`src/rtl/cpld_spi_regs_pkg.sv`:
```
// Shared constants for the CPLD SPI register responder: register map
// addresses, frame geometry and a small address-decode helper.
package cpld_spi_regs_pkg;

  localparam logic [6:0] ADDR_ID    = 7'h00;
  localparam logic [6:0] ADDR_STAT0 = 7'h01;
  localparam logic [6:0] ADDR_STAT1 = 7'h02;
  localparam logic [6:0] ADDR_CTRL0 = 7'h10;
  localparam logic [6:0] ADDR_CTRL1 = 7'h11;
  localparam logic [6:0] ADDR_CTRL2 = 7'h12;
  localparam logic [6:0] ADDR_CTRL3 = 7'h13;

  // A complete frame is 16 SCLK rising edges; the counter parks at 17 so
  // any over-long frame stays distinguishable from a good one.
  localparam logic [4:0] FRAME_BITS  = 5'd16;
  localparam logic [4:0] BIT_CNT_MAX = 5'd17;
  // Count value just before the rising edge that completes R/nW + address.
  localparam logic [4:0] HDR_LAST    = 5'd7;
  localparam int         RW_BIT      = 15;

  // Writable control bytes live at 0x10..0x13.
  function automatic logic is_ctrl_addr(input logic [6:0] addr);
    return (addr[6:2] == ADDR_CTRL0[6:2]);
  endfunction

endpackage

```
`src/rtl/cpld_spi_regs_sync.sv`:
```
// N-stage flip-flop synchroniser with asynchronous active-low reset and a
// selectable reset level (chip selects must reset to their idle-high level).
module cpld_spi_regs_sync #(
  parameter int   STAGES    = 2,
  parameter logic RESET_VAL = 1'b0
) (
  input  logic clk,
  input  logic rst_n,
  input  logic i_d,
  output logic o_q
);

  logic [STAGES-1:0] r_sync;

  // Shift the asynchronous input through the synchroniser chain.
  always_ff @(posedge clk or negedge rst_n) begin
    if (!rst_n) r_sync <= {STAGES{RESET_VAL}};
    else        r_sync <= {r_sync[STAGES-2:0], i_d};
  end

  assign o_q = r_sync[STAGES-1];

endmodule

```
`src/rtl/cpld_spi_regs.sv`:
```
// SPI Mode-0 target exposing CPLD status and control registers to the DSP.
// All SPI pins are synchronised into sysclk and edge-detected, so SCLK must
// stay at or below sysclk/8. Frame: R/nW, 7-bit address, 8-bit data, MSB first.
// Writes commit only on the chip-select rising edge of an exact 16-bit frame.
module cpld_spi_regs
  import cpld_spi_regs_pkg::*;
#(
  parameter logic [7:0]        DEVICE_ID   = 8'hA5,
  parameter int                STATUS_W    = 16,
  parameter int                CTRL_W      = 32,
  parameter logic [CTRL_W-1:0] CTRL_RESET  = '0,
  parameter int                SYNC_STAGES = 2
) (
  input  logic                sysclk,
  input  logic                reset_INV,
  input  logic                spi_clk,
  input  logic                spi_cs_INV,
  input  logic                spi_mosi,
  output logic                spi_miso,
  input  logic [STATUS_W-1:0] status_in,
  output logic [CTRL_W-1:0]   ctrl_out,
  output logic                wr_strobe,
  output logic [6:0]          wr_addr,
  output logic                frame_error
);

  logic w_clk_s, w_cs_s, w_mosi_s;
  logic r_clk_d, r_cs_d;
  logic w_sclk_rise, w_sclk_fall, w_cs_rise, w_cs_fall;

  logic [4:0]        r_bit_cnt;
  logic [15:0]       r_shift_in;
  logic [7:0]        r_shift_out;
  logic              r_miso;
  logic [CTRL_W-1:0] r_ctrl;
  logic              r_wr_strobe;
  logic [6:0]        r_wr_addr;
  logic              r_frame_error;

  logic [15:0] w_shift_next;
  logic [6:0]  w_hdr_addr;
  logic        w_hdr_read;
  logic [7:0]  w_rd_byte;
  logic        w_frm_read;
  logic [6:0]  w_frm_addr;
  logic [7:0]  w_frm_data;

  cpld_spi_regs_sync #(.STAGES(SYNC_STAGES), .RESET_VAL(1'b0)) u_sync_clk (
    .clk(sysclk), .rst_n(reset_INV), .i_d(spi_clk), .o_q(w_clk_s)
  );
  cpld_spi_regs_sync #(.STAGES(SYNC_STAGES), .RESET_VAL(1'b1)) u_sync_cs (
    .clk(sysclk), .rst_n(reset_INV), .i_d(spi_cs_INV), .o_q(w_cs_s)
  );
  cpld_spi_regs_sync #(.STAGES(SYNC_STAGES), .RESET_VAL(1'b0)) u_sync_mosi (
    .clk(sysclk), .rst_n(reset_INV), .i_d(spi_mosi), .o_q(w_mosi_s)
  );

  // Remember last synchronised SCLK/CS levels for edge detection.
  always_ff @(posedge sysclk or negedge reset_INV) begin
    if (!reset_INV) begin
      r_clk_d <= 1'b0;
      r_cs_d  <= 1'b1;
    end else begin
      r_clk_d <= w_clk_s;
      r_cs_d  <= w_cs_s;
    end
  end

  assign w_sclk_rise = w_clk_s & ~r_clk_d;
  assign w_sclk_fall = ~w_clk_s & r_clk_d;
  assign w_cs_rise   = w_cs_s & ~r_cs_d;
  assign w_cs_fall   = ~w_cs_s & r_cs_d;

  // Header view as it will look after the current rising edge is shifted in.
  assign w_shift_next = {r_shift_in[14:0], w_mosi_s};
  assign w_hdr_read   = w_shift_next[7];
  assign w_hdr_addr   = w_shift_next[6:0];

  // Completed-frame fields, valid when exactly 16 bits were received.
  assign w_frm_read = r_shift_in[RW_BIT];
  assign w_frm_addr = r_shift_in[14:8];
  assign w_frm_data = r_shift_in[7:0];

  // Read map; status bytes are snapshotted when this value is loaded.
  always_comb begin
    w_rd_byte = 8'h00;
    case (w_hdr_addr)
      ADDR_ID:    w_rd_byte = DEVICE_ID;
      ADDR_STAT0: w_rd_byte = status_in[7:0];
      ADDR_STAT1: w_rd_byte = status_in[15:8];
      ADDR_CTRL0: w_rd_byte = r_ctrl[7:0];
      ADDR_CTRL1: w_rd_byte = r_ctrl[15:8];
      ADDR_CTRL2: w_rd_byte = r_ctrl[23:16];
      ADDR_CTRL3: w_rd_byte = r_ctrl[31:24];
      default:    w_rd_byte = 8'h00;
    endcase
  end

  // Frame engine: CS edges take priority over SCLK edges in the same cycle.
  always_ff @(posedge sysclk or negedge reset_INV) begin
    if (!reset_INV) begin
      r_bit_cnt     <= '0;
      r_shift_in    <= '0;
      r_shift_out   <= '0;
      r_miso        <= 1'b0;
      r_ctrl        <= CTRL_RESET;
      r_wr_strobe   <= 1'b0;
      r_wr_addr     <= '0;
      r_frame_error <= 1'b0;
    end else begin
      r_wr_strobe   <= 1'b0;
      r_frame_error <= 1'b0;
      if (w_cs_rise) begin
        r_miso      <= 1'b0;
        r_shift_out <= '0;
        if (r_bit_cnt == FRAME_BITS) begin
          if (!w_frm_read) begin
            r_wr_strobe <= 1'b1;
            r_wr_addr   <= w_frm_addr;
            if (is_ctrl_addr(w_frm_addr)) begin
              for (int b = 0; b < 4; b++) begin
                if (w_frm_addr[1:0] == b[1:0]) r_ctrl[8*b +: 8] <= w_frm_data;
              end
            end
          end
        end else if (r_bit_cnt != 5'd0) begin
          r_frame_error <= 1'b1;
        end
      end else if (w_cs_fall) begin
        r_bit_cnt   <= '0;
        r_shift_in  <= '0;
        r_shift_out <= '0;
        r_miso      <= 1'b0;
      end else if (w_cs_s) begin
        r_miso <= 1'b0;
      end else if (w_sclk_rise) begin
        r_shift_in <= w_shift_next;
        if (r_bit_cnt != BIT_CNT_MAX) r_bit_cnt <= r_bit_cnt + 5'd1;
        if (r_bit_cnt == HDR_LAST && w_hdr_read) r_shift_out <= w_rd_byte;
      end else if (w_sclk_fall) begin
        r_miso      <= r_shift_out[7];
        r_shift_out <= {r_shift_out[6:0], 1'b0};
      end
    end
  end

  assign spi_miso    = r_miso;
  assign ctrl_out    = r_ctrl;
  assign wr_strobe   = r_wr_strobe;
  assign wr_addr     = r_wr_addr;
  assign frame_error = r_frame_error;

endmodule
```
`config.mk`:
```
export PLATFORM = sky130hd
export DESIGN_NAME = cpld_spi_regs
export DESIGN_NICKNAME = d
export VERILOG_FILES = /design/src/rtl/cpld_spi_regs_pkg.sv /design/src/rtl/cpld_spi_regs_sync.sv /design/src/rtl/cpld_spi_regs.sv
export SDC_FILE = /design/constraint.sdc
export NUM_CORES = 1
export LEC_CHECK = 0
export CORE_ASPECT_RATIO = 1.5
export CORE_MARGIN = 2
export CORE_UTILIZATION = 53
export DETAILED_ROUTE_END_ITERATION = 10
export GPL_ROUTABILITY_DRIVEN = 0
export PLACE_DENSITY_LB_ADDON = 0.12
export SLEW_MARGIN = 30
export SYNTH_ARGS = -nofsm -noshare
export SYNTH_HDL_FRONTEND = slang
export SYNTH_SLANG_ARGS = --single-unit
```
`constraint.sdc`:
```
create_clock -name sysclk -period 2.7 [get_ports sysclk]
set_input_delay 0.54 -clock sysclk [delete_from_list [all_inputs] [get_ports sysclk]]
set_output_delay 0.54 -clock sysclk [all_outputs]
set_load 0.01 [all_outputs]
```
==> results.md, run 1 <==
- Run status: completed
- Post-DP HPWL: 5770 um
- Final Cell Area: 4740 sq um
- Net Switching: 0.000639 W
- Final ANT Viol Nets: 0
- Distinct cells, synth: 58
- Area of the multi-input gates: 1710 sq um
- Cell count of the worst reg-to-reg path: 6
- Max clock buf depth: 2
- Setup_tns: 0 ps
- Area of the core: 7130 sq um
- Number of setup buffers added after CTS: 0
- H-tree depth: 3
- Comb pwr share: 11.1%
- Ys async rst share: 100%
- Startpoint types: flip-flop
- Overall Global Routing Usage: 22.3%
- Final setup viols: 0
- First-pass GRT wire length: 13,400 um
- Die area: 7960 sq um
- Worst R2R End: r_shift_out[6]
- Synthesized net count: 332
- WL/cell: 18.6 um
- I/O pins: 63
- Fin crit period: 2320 ps
- Area grow syn2layout: 23.4%
- Post-synth top flop: dfrtp_1
- Die width: 73.5 um
- Reg2Reg Setup Slack: 380 ps
- F_max: 432 MHz
- Initial antenna violation count: 0
- Clock network power share: 38.3%
- Critical path class: reg2reg
- Final Hold Fails: 0
- Clock tree root driver cell: clkbuf_8
- Sw frac: 24.4%
- Max-capacitance violation count: 0
- Worst-margin pin slew: 851 ps
- Seq pwr share: 50.6%
- Gate count after technology mapping: 302
- Max-Slew Margin vs Limit: 43.1%
- Cell-internal power: 0.00197 W
- Most common cell after layout, fill and taps aside: dfrtp_1
- Initial core utilization: 53.9%
- Post-layout power: 0.00261 W
- #FFs+latches synth: 79
- CTS buffer count: 9
- Vias per std cell: 5.95
- Register area: 1980 sq um
- Fin Clk Skew: 5.13 ps
- P per Cell Area: 551 nW/um^2
- PostCTS Resize Cnt: 0
- GR Overflow Total: 0
- Mapped cell area: 3840 sq um
- Filler cells: 551
- Chip Height: 108 um
- Initial drt markers: 110
- Sequential share of the synthesized area: 51.5%
- RSZ-0062 raised after global routing: no
- Vias in the first global route: 2,690
- Cts hold-fix bufs: 0
- DRC: 0
- Share of layout cells above drive strength 1: 21.0%
- CTS tree: yes
- Fin crit share: 85.8%
- Hold Path Class: in2async
- R2R Path Start: u_sync_cs.r_sync[1]
- Total number of vias: 2,660
- Worst skew pair latency: 350 ps
- Clock Sinks: 79
- Syn avg cell area: 12.7 sq um
- Post-Route WL: 8330 um
- Fin. max-slew vios: 0
- WP data required: 2970 ps
- FP Rows: 38
- Drt first pass iters: 4
- Port Buf Inserts: 62
- Final net count: 393
- Ant diodes: 0
- Worst Path Max Fanout: 12
- Largest net degree at the start of global routing: 51
- Yosys warns: 0
- Worst setup EP type: flip-flop
- Worst VDD drop: 0.377 mV
- Crit path DAT: 2590 ps
- Lkg Pwr: 2.11 nW
- Most frequent cells in the layout: dfrtp_1 (76), clkdlybuf4s50_1 (61), mux2_2 (32)
- EDFF count, synth: 0
- Clock transition at path regs: 80 ps
- Placed cell areas: 4510 sq um
final cells by class:
type | count | share of cell area [%]
clock inverter | 3 | 1.37
clock buffer | 12 | 3.48
timing repair buffer | 68 | 14.2
inverter | 12 | 0.949
tap | 80 | 2.11
multi-input combinational | 193 | 36.1
sequential | 79 | 41.7
sequential cells by signal, summed over array words and instances (netlist names):
register            flops
frame_error             1
r_cs_d                  1
spi_miso                1
r_bit_cnt               5
u_sync_cs.r_sync        2
u_sync_clk.r_sync       2
wr_strobe               1
r_clk_d                 1
u_sync_mosi.r_sync      2
wr_addr                 7
r_shift_in             16
ctrl_out               32
r_shift_out             8
power by group through the flow:
stage / sequential [W] / clock, W / combinational [W]
after floorplan: 0.00131 / 0 / 0.000203
after global placement: 0.00134 / 0 / 0.000279
after detailed placement: 0.00134 / 0 / 0.000292
after CTS: 0.00132 / 0.00102 / 0.000293
after global routing: 0.00133 / 0.00107 / 0.000324
final: 0.00132 / 0.00100 / 0.000290
per-stage QoR:
stage	hold slack, ps	instances	util (%)	setup slack (ps)
3_3_place_gp	332	432	63.2	388
5_1_grt	270	447	66.5	206
6_report	219	447	66.5	385
3_5_place_dp	337	432	63.3	388
4_1_cts	229	447	66.5	375
2_1_floorplan	244	302	-	712
cell usage after synthesis, types with 2 or more instances:
cell | instances | area [sq um]
dfrtp_1 | 76 | 1900
mux2_2 | 32 | 360
a22o_1 | 16 | 140
mux2i_1 | 13 | 130
inv_1 | 12 | 45.0
o21ai_0 | 11 | 55.1
ha_1 | 9 | 113
mux2_4 | 8 | 120
nor3_1 | 8 | 40.0
a2bb2oi_1 | 7 | 61.3
clkbuf_1 | 7 | 26.3
nand4_1 | 7 | 43.8
nor2b_1 | 7 | 43.8
a21oi_1 | 6 | 30.0
buf_2 | 6 | 30.0
a22oi_1 | 5 | 37.5
nor2_1 | 5 | 18.8
a221o_1 | 4 | 40.0
nand2_1 | 4 | 15.0
dfstp_2 | 3 | 78.8
nand2b_1 | 3 | 18.8
nand3b_1 | 3 | 22.5
nor3b_1 | 3 | 22.5
nor4b_1 | 3 | 26.3
and3_1 | 2 | 12.5
and4b_1 | 2 | 20.0
buf_4 | 2 | 15.0
buf_6 | 2 | 22.5
nand3_1 | 2 | 10.0
nor4_1 | 2 | 12.5
o211ai_1 | 2 | 15.0
o21ai_1 | 2 | 10.0
o221ai_1 | 2 | 17.5
or2_2 | 2 | 12.5
critical path, cell delays in order, from the launching register on:
cell and delay [ps]:
dfstp_2 600, inv_1 80, ha_1 320, or3b_1 500, a311oi_4 450, nand4_1 150, o21ai_0 120
worst max-delay path by stage:
stage	from	cells past startpoint	to	slack, ps
final	u_sync_cs.r_sync[1]	6	r_shift_out[6]	380
after CTS	u_sync_cs.r_sync[1]	6	r_shift_out[3]	380
after global routing	u_sync_cs.r_sync[1]	6	r_shift_out[7]	210
after global placement	u_sync_cs.r_sync[1]	6	r_shift_out[4]	390
after floorplan	u_sync_cs.r_sync[1]	7	r_shift_out[6]	710
after detailed placement	u_sync_cs.r_sync[1]	6	r_shift_out[6]	390
kinds of logic (layout without fill, tap and decap cells):
| logic type | after synthesis | count (layout) | share of synthesized area (%) |
|---|---|---|---|
| AO/OA/AOI/OAI | 64 | 64 | 13.0 |
| adder cells (fa/ha/maj) | 9 | 9 | 2.93 |
| buffers and inverters | 30 | 95 | 4.13 |
| flip-flops | 79 | 79 | 51.5 |
| multiplexers | 54 | 54 | 16.5 |
| AND/OR/NAND/NOR | 66 | 66 | 11.9 |
per-layer routing:
metal | up-vias | share of wire [%] | GRT usage [%]
li1 | 1253 | - | -
met1 | 1341 | 44 | 30.3
met2 | 55 | 50 | 34.1
met3 | 11 | 3.7 | 3.82
met4 | 0 | 2.0 | 11.2
met5 | - | 0 | 0
(Power assumes the default switching activity.)
==> inputs of run 2 (changes only) <==
Settings changed: RECOVER_POWER set to 25.
==> run 2 against run 1 <==
Effect of this change:
- register-to-register slack barely moved
- flip-flop and latch count did not move
- die area did not move
==> results.md, run 2 (synthesis results as in run 1) <==
- WL/cell: 18.6 um (-0.11%)
- Reg2Reg Setup Slack: 390 ps (about the same)
- Worst Path Max Fanout: 12 (unchanged)
- PostCTS Resize Cnt: 0 (unchanged)
- DRC: 0 (unchanged)
- First-pass GRT wire length: 13,400 um (unchanged)
- Worst slack on hold paths: 351 ps (+132 ps)
- Vias in the first global route: 2,690 (unchanged)
- Overall Global Routing Usage: 22.3% (unchanged)
- Drt first pass iters: 4 (unchanged)
- CTS buffer count: 9 (unchanged)
- Clock tree root driver cell: clkbuf_8
- Largest net degree at the start of global routing: 51 (unchanged)
- Pre-CTS setup slack: 388 ps (unchanged)
- Worst-margin pin slew: 1280 ps (+428 ps)
- Finished Layout Cells: 447 (unchanged)
- Area of the core: 7130 sq um (unchanged)
- P per Cell Area: 551 nW/um^2 (about the same)
- Initial antenna violation count: 0 (unchanged)
- H-tree depth: 3 (unchanged)
- Final ANT Viol Nets: 0 (unchanged)
- Ant diodes: 0 (unchanged)
- Lkg Pwr: 2.11 nW (about the same)
- Critical path class: reg2reg
- Fin Clk Skew: 5.93 ps (+0.806 ps)
- Met2 usage: 34.1% (unchanged)
- Hold Path Class: reg2reg
- Setup ws final: 387 ps (+2.11 ps)
- Most frequent cells in the layout: dfrtp_1 (76), clkdlybuf4s50_1 (58), mux2_2 (32)
- Slowest stage cell, crit path: dfstp_2
- Filler cells: 552 (+0.18%)
- Port Buf Inserts: 62 (unchanged)
- Final net count: 393 (unchanged)
- CTS tree: yes
- Placed cells: 432 (unchanged)
- Met1 usage: 30.3% (unchanged)
- Global routing's busiest layer: met2
- I/O pins: 63 (unchanged)
- FP Rows: 38 (unchanged)
- GRT met3 Usage: 3.82% (unchanged)
- Post-layout power: 0.00261 W (about the same)
- Vias per std cell: 5.97 (+0.26%)
- Worst skew pair latency: 360 ps (about the same)
- Run status: completed
- Final setup viols: 0 (unchanged)
- Cts hold-fix bufs: 0 (unchanged)
- Die area: 7960 sq um (unchanged)
- Max-Slew Margin vs Limit: 14.7% (-28 points)
- Share of layout cells above drive strength 1: 20.7% (-0.27 points)
- GR Overflow Total: 0 (unchanged)
- Setup_tns: 0 ps (unchanged)
- Worst VDD drop: 0.377 mV (-0.24%)
- Fin crit share: 85.7% (about the same)
- Max reg flops: 32 (unchanged)
- Max stage delay on crit path: 600 ps (about the same)
- WP buf/inv: 1 (unchanged)
- RSZ-0062 raised after global routing: no
- CP delay by family, top: simple AND/OR/NAND/NOR gates
- Fin. max-slew vios: 0 (unchanged)
- Total number of vias: 2,667 (+0.26%)
- Crit-path cells: inv_1, ha_1, or3b_1, a311oi_4, nand4_1, o21ai_0
- Max-capacitance violation count: 0 (unchanged)
- Post-Route WL: 8320 um (-0.11%)
- Startpoint types: flip-flop
- WP data required: 2970 ps (about the same)
- Die width: 73.5 um (unchanged)
- F_max: 432 MHz (about the same)
- Worst setup EP type: flip-flop
- Max clock buf depth: 2 (unchanged)
- Post-DP HPWL: 5770 um (unchanged)
- Initial drt markers: 110 (unchanged)
- Clock Sinks: 79 (unchanged)
- Number of setup buffers added after CTS: 0 (unchanged)
- Clock transition at path regs: 80 ps (about the same)
- Fin crit period: 2310 ps (-2.11 ps)
- Initial core utilization: 53.9% (unchanged)
- Area grow syn2layout: 23.4% (about the same)
- Crit path DAT: 2590 ps (about the same)
- Most common cell after layout, fill and taps aside: dfrtp_1
- Chip Height: 108 um (unchanged)
- Final Hold Fails: 0 (unchanged)
run 2: cell count changes in the layout (fill, tap and decap cells not counted), sizes merged:
cell | before | now
buf | 7 | 6
clkbuf | 12 | 13
clkdlybuf4s50 | 61 | 58
dlygate4sd3 | 0 | 3
run 2: final timing paths:
check | from | end | cells after the start
setup / recovery | u_sync_cs.r_sync[1] | r_shift_out[6] | 6
hold / removal | u_sync_clk.r_sync[0] | u_sync_clk.r_sync[1] | 0
setup reg to reg | u_sync_cs.r_sync[1] | r_shift_out[6] | 6
hold reg to reg | u_sync_clk.r_sync[0] | u_sync_clk.r_sync[1] | 0
max in group asynchronous | reset_INV | ctrl_out[16] | 2
min in group asynchronous | reset_INV | r_shift_out[5] | 1
run 2: routing by layer:
metal	vias to the layer above	wire, um
li1	1248	-
met1	1335	3570
met2	71	4220
met3	13	357
met4	0	175
met5	-	0
run 2: metrics by stage:
step	instance area, sq um	util, %
2_1_floorplan	3840	-
4_1_cts	4740	66.5
3_3_place_gp	4510	63.2
5_1_grt	4740	66.5
6_report	4740	66.5
3_5_place_dp	4510	63.3
run 2: final cells by class:
cell class	count	area (sq um)	share of cell area (%)
multi-input cells	193	1710	36.1
repair buffers	68	673	14.2
flip-flops and latches	79	1980	41.8
well taps	80	100	2.11
clock inverters	3	65.1	1.37
inverters	12	45.0	0.950
clock buffers	12	165	3.48
run 2: report_power, final:
part	switching [W]	internal (W)
Clock	0.000414	0.000590
Sequential	0.0000787	0.00124
Combinational	0.000147	0.000141
Total	0.000640	0.00197
